--- config.mk ---
export PLATFORM = sky130hd
export DESIGN_NAME = apb_transfer_sequencer
export DESIGN_NICKNAME = d
export VERILOG_FILES = /design/src/rtl/apb_transfer_sequencer.sv
export SDC_FILE = /design/constraint.sdc
export NUM_CORES = 1
export LEC_CHECK = 0
export BUFFER_PORTS_ARGS = -buffer_cell sky130_fd_sc_hd__clkbuf_2
export CAP_MARGIN = 20
export CORE_MARGIN = 5
export CORE_UTILIZATION = 45
export CTS_BUF_LIST = sky130_fd_sc_hd__clkbuf_8
export DETAILED_ROUTE_END_ITERATION = 16
export PLACE_DENSITY = 0.78
export SLEW_MARGIN = 15
export SYNTH_ARGS = -nofsm -noshare
export SYNTH_HDL_FRONTEND = slang
export SYNTH_SLANG_ARGS = --single-unit
--- constraint.sdc ---
create_clock -name Hclk -period 2.33 [get_ports Hclk]
set_input_delay 0.699 -clock Hclk [delete_from_list [all_inputs] [get_ports Hclk]]
set_output_delay 0.699 -clock Hclk [all_outputs]
set_load 0.01 [all_outputs]
--- src/rtl/apb_transfer_sequencer.sv ---
// APB transfer sequencer: buffers up to two decoded requests and walks the
// head entry through the APB IDLE -> SETUP -> ACCESS protocol, returning one
// registered response pulse per request.
module apb_transfer_sequencer #(
   parameter int unsigned WAIT_STATES = 0,
   parameter int unsigned FIFO_DEPTH  = 2
) (
   input  logic        Hclk,
   input  logic        Hresetn,
   input  logic        req_valid,
   output logic        req_ready,
   input  logic        req_write,
   input  logic [31:0] req_addr,
   input  logic [31:0] req_wdata,
   output logic        rsp_valid,
   output logic        rsp_err,
   output logic [31:0] rsp_rdata,
   output logic        Pwrite,
   output logic [2:0]  Pselx,
   output logic        Penable,
   output logic [31:0] Paddr,
   output logic [31:0] Pwdata,
   input  logic [31:0] Prdata
);

   typedef enum logic [1:0] {
      ST_IDLE,
      ST_SETUP,
      ST_ACCESS
   } state_e;

   typedef struct packed {
      logic        write;
      logic [31:0] addr;
      logic [31:0] wdata;
   } req_t;

   state_e      state_q, state_d;
   req_t        fifo0_q, fifo0_d;
   req_t        fifo1_q, fifo1_d;
   logic [1:0]  count_q, count_d;
   logic [3:0]  wait_q, wait_d;
   logic        pwrite_q, pwrite_d;
   logic [2:0]  pselx_q, pselx_d;
   logic        penable_q, penable_d;
   logic [31:0] paddr_q, paddr_d;
   logic [31:0] pwdata_q, pwdata_d;
   logic        rsp_valid_q, rsp_valid_d;
   logic        rsp_err_q, rsp_err_d;
   logic [31:0] rsp_rdata_q, rsp_rdata_d;

   logic        full;
   logic        push;
   logic        pop;
   logic [1:0]  wr_idx;
   logic [2:0]  head_sel;
   logic [2:0]  next_sel;
   req_t        new_req;

   // Three 64 MB windows starting at 0x8000_0000; zero means decode error.
   function automatic logic [2:0] decode(input logic [31:0] addr);
      case (addr[31:26])
         6'h20:   decode = 3'b001;
         6'h21:   decode = 3'b010;
         6'h22:   decode = 3'b100;
         default: decode = 3'b000;
      endcase
   endfunction

   assign full      = (count_q == 2'(FIFO_DEPTH));
   assign req_ready = !full;
   assign push      = req_valid && !full;
   assign head_sel  = decode(fifo0_q.addr);
   assign next_sel  = decode(fifo1_q.addr);
   assign new_req   = '{write: req_write, addr: req_addr, wdata: req_wdata};

   // Protocol FSM: next state, APB drive values and response for next cycle.
   always_comb begin
      state_d     = state_q;
      wait_d      = wait_q;
      pop         = 1'b0;
      pwrite_d    = pwrite_q;
      pselx_d     = pselx_q;
      penable_d   = penable_q;
      paddr_d     = paddr_q;
      pwdata_d    = pwdata_q;
      rsp_valid_d = 1'b0;
      rsp_err_d   = 1'b0;
      rsp_rdata_d = '0;
      case (state_q)
         ST_IDLE: begin
            pselx_d   = '0;
            penable_d = 1'b0;
            if (count_q != 2'd0) begin
               if (head_sel != 3'b000) begin
                  state_d  = ST_SETUP;
                  pselx_d  = head_sel;
                  paddr_d  = fifo0_q.addr;
                  pwrite_d = fifo0_q.write;
                  pwdata_d = fifo0_q.wdata;
               end else begin
                  pop         = 1'b1;
                  rsp_valid_d = 1'b1;
                  rsp_err_d   = 1'b1;
               end
            end
         end
         ST_SETUP: begin
            state_d   = ST_ACCESS;
            penable_d = 1'b1;
            wait_d    = 4'(WAIT_STATES);
         end
         ST_ACCESS: begin
            if (wait_q != 4'd0) begin
               wait_d = wait_q - 4'd1;
            end else begin
               pop         = 1'b1;
               rsp_valid_d = 1'b1;
               rsp_rdata_d = pwrite_q ? '0 : Prdata;
               penable_d   = 1'b0;
               // Only an already-stored second entry chains straight into
               // SETUP; an erroring one is left for IDLE to report.
               if (count_q == 2'd2 && next_sel != 3'b000) begin
                  state_d  = ST_SETUP;
                  pselx_d  = next_sel;
                  paddr_d  = fifo1_q.addr;
                  pwrite_d = fifo1_q.write;
                  pwdata_d = fifo1_q.wdata;
               end else begin
                  state_d = ST_IDLE;
                  pselx_d = '0;
               end
            end
         end
         default: begin
            state_d   = ST_IDLE;
            pselx_d   = '0;
            penable_d = 1'b0;
         end
      endcase
   end

   // Two-entry request buffer; a push lands behind whatever survives the pop.
   always_comb begin
      fifo0_d = fifo0_q;
      fifo1_d = fifo1_q;
      wr_idx  = count_q - {1'b0, pop};
      count_d = count_q + {1'b0, push} - {1'b0, pop};
      if (pop) begin
         fifo0_d = fifo1_q;
      end
      if (push) begin
         if (wr_idx == 2'd0) begin
            fifo0_d = new_req;
         end else begin
            fifo1_d = new_req;
         end
      end
   end

   // State, buffer and registered outputs; reset clears everything at once.
   always_ff @(posedge Hclk or negedge Hresetn) begin
      if (!Hresetn) begin
         state_q     <= ST_IDLE;
         fifo0_q     <= '0;
         fifo1_q     <= '0;
         count_q     <= '0;
         wait_q      <= '0;
         pwrite_q    <= 1'b0;
         pselx_q     <= '0;
         penable_q   <= 1'b0;
         paddr_q     <= '0;
         pwdata_q    <= '0;
         rsp_valid_q <= 1'b0;
         rsp_err_q   <= 1'b0;
         rsp_rdata_q <= '0;
      end else begin
         state_q     <= state_d;
         fifo0_q     <= fifo0_d;
         fifo1_q     <= fifo1_d;
         count_q     <= count_d;
         wait_q      <= wait_d;
         pwrite_q    <= pwrite_d;
         pselx_q     <= pselx_d;
         penable_q   <= penable_d;
         paddr_q     <= paddr_d;
         pwdata_q    <= pwdata_d;
         rsp_valid_q <= rsp_valid_d;
         rsp_err_q   <= rsp_err_d;
         rsp_rdata_q <= rsp_rdata_d;
      end
   end

   assign Pwrite    = pwrite_q;
   assign Pselx     = pselx_q;
   assign Penable   = penable_q;
   assign Paddr     = paddr_q;
   assign Pwdata    = pwdata_q;
   assign rsp_valid = rsp_valid_q;
   assign rsp_err   = rsp_err_q;
   assign rsp_rdata = rsp_rdata_q;

endmodule

==> reports/metrics.yaml <==
power.sequential.fraction: 0.321
finalInstanceArea_sq_um: 13300
wl_um: 26400
regArea_sq_um: 6030
switching_share: 0.372
internal_power_mw: 14.3
layout.cells.non_filler: 1428
ioPinCount: 204
drt_first_iter_violations: 450
holdBufCountCts: 0
setup_slack_of_the_critical_path_after_layout_ps: 69.6
report.final.slew_viol_count: 0
grt_first_pass_wirelength_um: 40300
cts-htree-levels: 2
grt_antenna_before_repair: 1
clk_latency_ps: 530
clock_tree_from_tritoncts: "yes"
first_global_vias: 7935
fmax_mhz: 442
worst_ep_arrival_time_ps: 2650
placement.io_buffers: 203
timing.critical_path.to_type: "flip-flop"
half_perimeter_wire_length_after_detailed_placement_um: 15700
timing.final.crit_period_ps: 2260
drt-pass1-iter-count: 5
place_inst: 1333
drc: 0
total_of_fill_cells_in_the_finished_design: 1825
area_growth_pct: 27.1
post_synth_inst_count: 849
setup_total_negative_slack_ps: 0
die_h_um: 163
initial_utilization: 0.460
worst_clock_skew_ps: 19.9
routed-wl-met2_um: 12900
netSwitchingPower_mw: 8.44
preCtsSetupSlack_ps: -3.69
multi_input_comb_area_sq_um: 4220
clock_power_share: 0.185
whs_ps: 128
yosysTopAreaCell: "sky130_fd_sc_hd__dfrtp_1"
cp_slowest_cell: "sky130_fd_sc_hd__dfrtp_1"
clock_sink_count: 241
leakage_nw: 6.22
power.total_mw: 22.7
syn_nets: 953
global_route.usage.total: 0.186
total_length_of_routed_met3_wires_um: 2230
placement_rows: 55
synthesis.area_sq_um: 10500
crit_path_start_kind: "flip-flop"
floorplan.die.width_um: 163
ys_top_cells_by_area: "sky130_fd_sc_hd__dfrtp_1, sky130_fd_sc_hd__mux2i_1, sky130_fd_sc_hd__mux2_4"
clkTransAtPathRegs_ps: 60
combPwrFrac: 0.493
syn_avg_cell_area_sq_um: 12.3
power_density_over_the_cells_nw_per_um2: 1700
worst_slew_pin_slew_ps: 824
post_drt_wl_per_cell_um: 18.5
synth.ff_latch_count: 241
dieArea_sq_um: 26400
required_ps: 2720
finish.utilization: 0.585
ctsLongestPathBuffers: 3
per_cell_via_count_in_the_routed_design: 5.25
cpPeakStageDelay_ps: 430
final_common_cell: "sky130_fd_sc_hd__dfrtp_1"
layout.cells.most_common_list: "sky130_fd_sc_hd__dfrtp_1, sky130_fd_sc_hd__clkbuf_2, sky130_fd_sc_hd__nor2_1, sky130_fd_sc_hd__mux2i_1"
yosysSeqAreaShare: 0.575
final_worst_path_period_share: 0.970
grt.overflow.total: 0
share_of_cells_above_drive_strength_1: 0.368
ys.warnings.count: 0
hp-class: "primary input to async pin"
timing.critical_path.mode_cell: "sky130_fd_sc_hd__buf_6"
drv.max_cap_violation_count: 0
maxSlewHeadroom: 0.450
setup_violations: 0
place_area_sq_um: 12000
crit_chain: "inv_2 -> ha_1 -> nor3b_4 -> nand2_2 -> buf_6 -> and2_4 -> buf_16 -> xnor2_4 -> buf_6 -> clkbuf_16 -> a22oi_1"
yosysUniqueCellTypes: 36
route.layer.met1.wl_um: 10900
status: "complete, no violations"
core_region_area_sq_um: 22800
n_antenna_cell: 0
cts_inserted_buffers: 42
fin_nets: 1187
clockRootBuffer: "sky130_fd_sc_hd__clkbuf_8"
hold_viol_final: 0
ir_worst_vdd_v: 0.000924
top_metal_used: "met5"
worstPathMaxFanout: 16
post_detailed_route_count_of_antenna_violating_nets: 0
total_vias_in_the_final_route: 7504
grt_max_degree: 86
synth_top_area_frac: 0.575
finalWeightedCongestion: 0.778
setup_cp_type: "flip-flop to flip-flop"
[state kept, by name, indices dropped and copies added, names as in the netlist]
name and flops:
Paddr 32, Penable 1, Pselx 3, Pwdata 32
Pwrite 1, count_q 2, fifo0_q 65, fifo1_q 65
rsp_err 1, rsp_rdata 32, rsp_valid 1, state_q 2
wait_q 4
[cell type report]
| type | instances | share of cell area |
|---|---|---|
| Inverter | 8 | 0.00225 |
| Clock inverter | 14 | 0.00723 |
| Sequential cell | 241 | 0.453 |
| Multi-Input combinational cell | 541 | 0.317 |
| Tap cell | 313 | 0.0294 |
| Timing Repair Buffer | 249 | 0.128 |
| Clock buffer | 62 | 0.0640 |
[critical path, delay by kind of cell (launching register included)]
kind / cells / cell delay (ps)
xor gates and xnor gates: 1 / 190
and+or+nand+nor: 3 / 560
DFF: 1 / 430
buffers and inverters: 5 / 720
AOI/OAI and AO/OA: 1 / 80
adders and majority gates: 1 / 150
[power groups by stage]
stage	clock, mW	combinational, mW	sequential (mW)
final	4.20	11.2	7.30
after global routing	4.53	12.1	7.53
after CTS	4.29	9.78	7.27
after detailed placement	0	9.74	7.31
after global placement	0	9.46	7.21
after floorplan	0	6.89	7.31
[repair_timing]
action                                 4_1_cts  5_1_grt
endpoints found under the hold margin        0        0
setup endpoints to repair                    0      137
buffers inserted                             0       13
resized for setup                            0       24
[routing by layer]
metal / GRT usage / up-vias
met5: 0 / -
met4: 0.0579 / 2
met2: 0.312 / 259
met1: 0.230 / 3759
li1: - / 3452
met3: 0.0620 / 32
[cells by family (layout without fill, tap and decap cells)]
family / after synthesis / after routing / synth area share
AND/OR/NAND/NOR: 201 / 201 / 0.0860
AO/OA/AOI/OAI: 142 / 142 / 0.0871
XOR/XNOR: 3 / 3 / 0.00322
flip-flops: 241 / 241 / 0.575
multiplexers: 191 / 191 / 0.208
buffers and inverters: 67 / 333 / 0.0355
adder cells (fa/ha/maj): 4 / 4 / 0.00478
[cell usage after synthesis, drive strengths merged]
| cell type | n |
|---|---|
| dfrtp | 241 |
| nor2 | 132 |
| mux2i | 126 |
| a22oi | 67 |
| mux2 | 65 |
| a21oi | 62 |
| and2 | 33 |
| buf | 33 |
| clkbuf | 26 |
| nand2 | 13 |
| inv | 8 |
| nor2b | 6 |
| o21ai | 6 |
| ha | 4 |
| nand3 | 4 |
| nand2b | 3 |
| nor3 | 3 |
| xnor2 | 3 |
| nor3b | 2 |
| nor4b | 2 |
| a2111o | 1 |
| a211oi | 1 |
| a22o | 1 |
| a31oi | 1 |
| nand3b | 1 |
| nor4 | 1 |
| o2111ai | 1 |
| o22ai | 1 |
| o32ai | 1 |
| or2 | 1 |
[worst paths after layout]
path	startpoint	end	slack, ps	cells past startpoint
setup / recovery	wait_q[0]	fifo0_q[6]	70	11
setup reg to reg	wait_q[0]	fifo0_q[6]	70	11
hold reg to reg	Paddr[31]	Paddr[31]	480	1
max in group asynchronous	Hresetn	rsp_rdata[9]	1550	2
min in group Hclk	Prdata[6]	rsp_rdata[6]	380	2
hold / removal	Hresetn	fifo1_q[8]	130	1
Note: power is estimated with default switching activity, not from simulation.
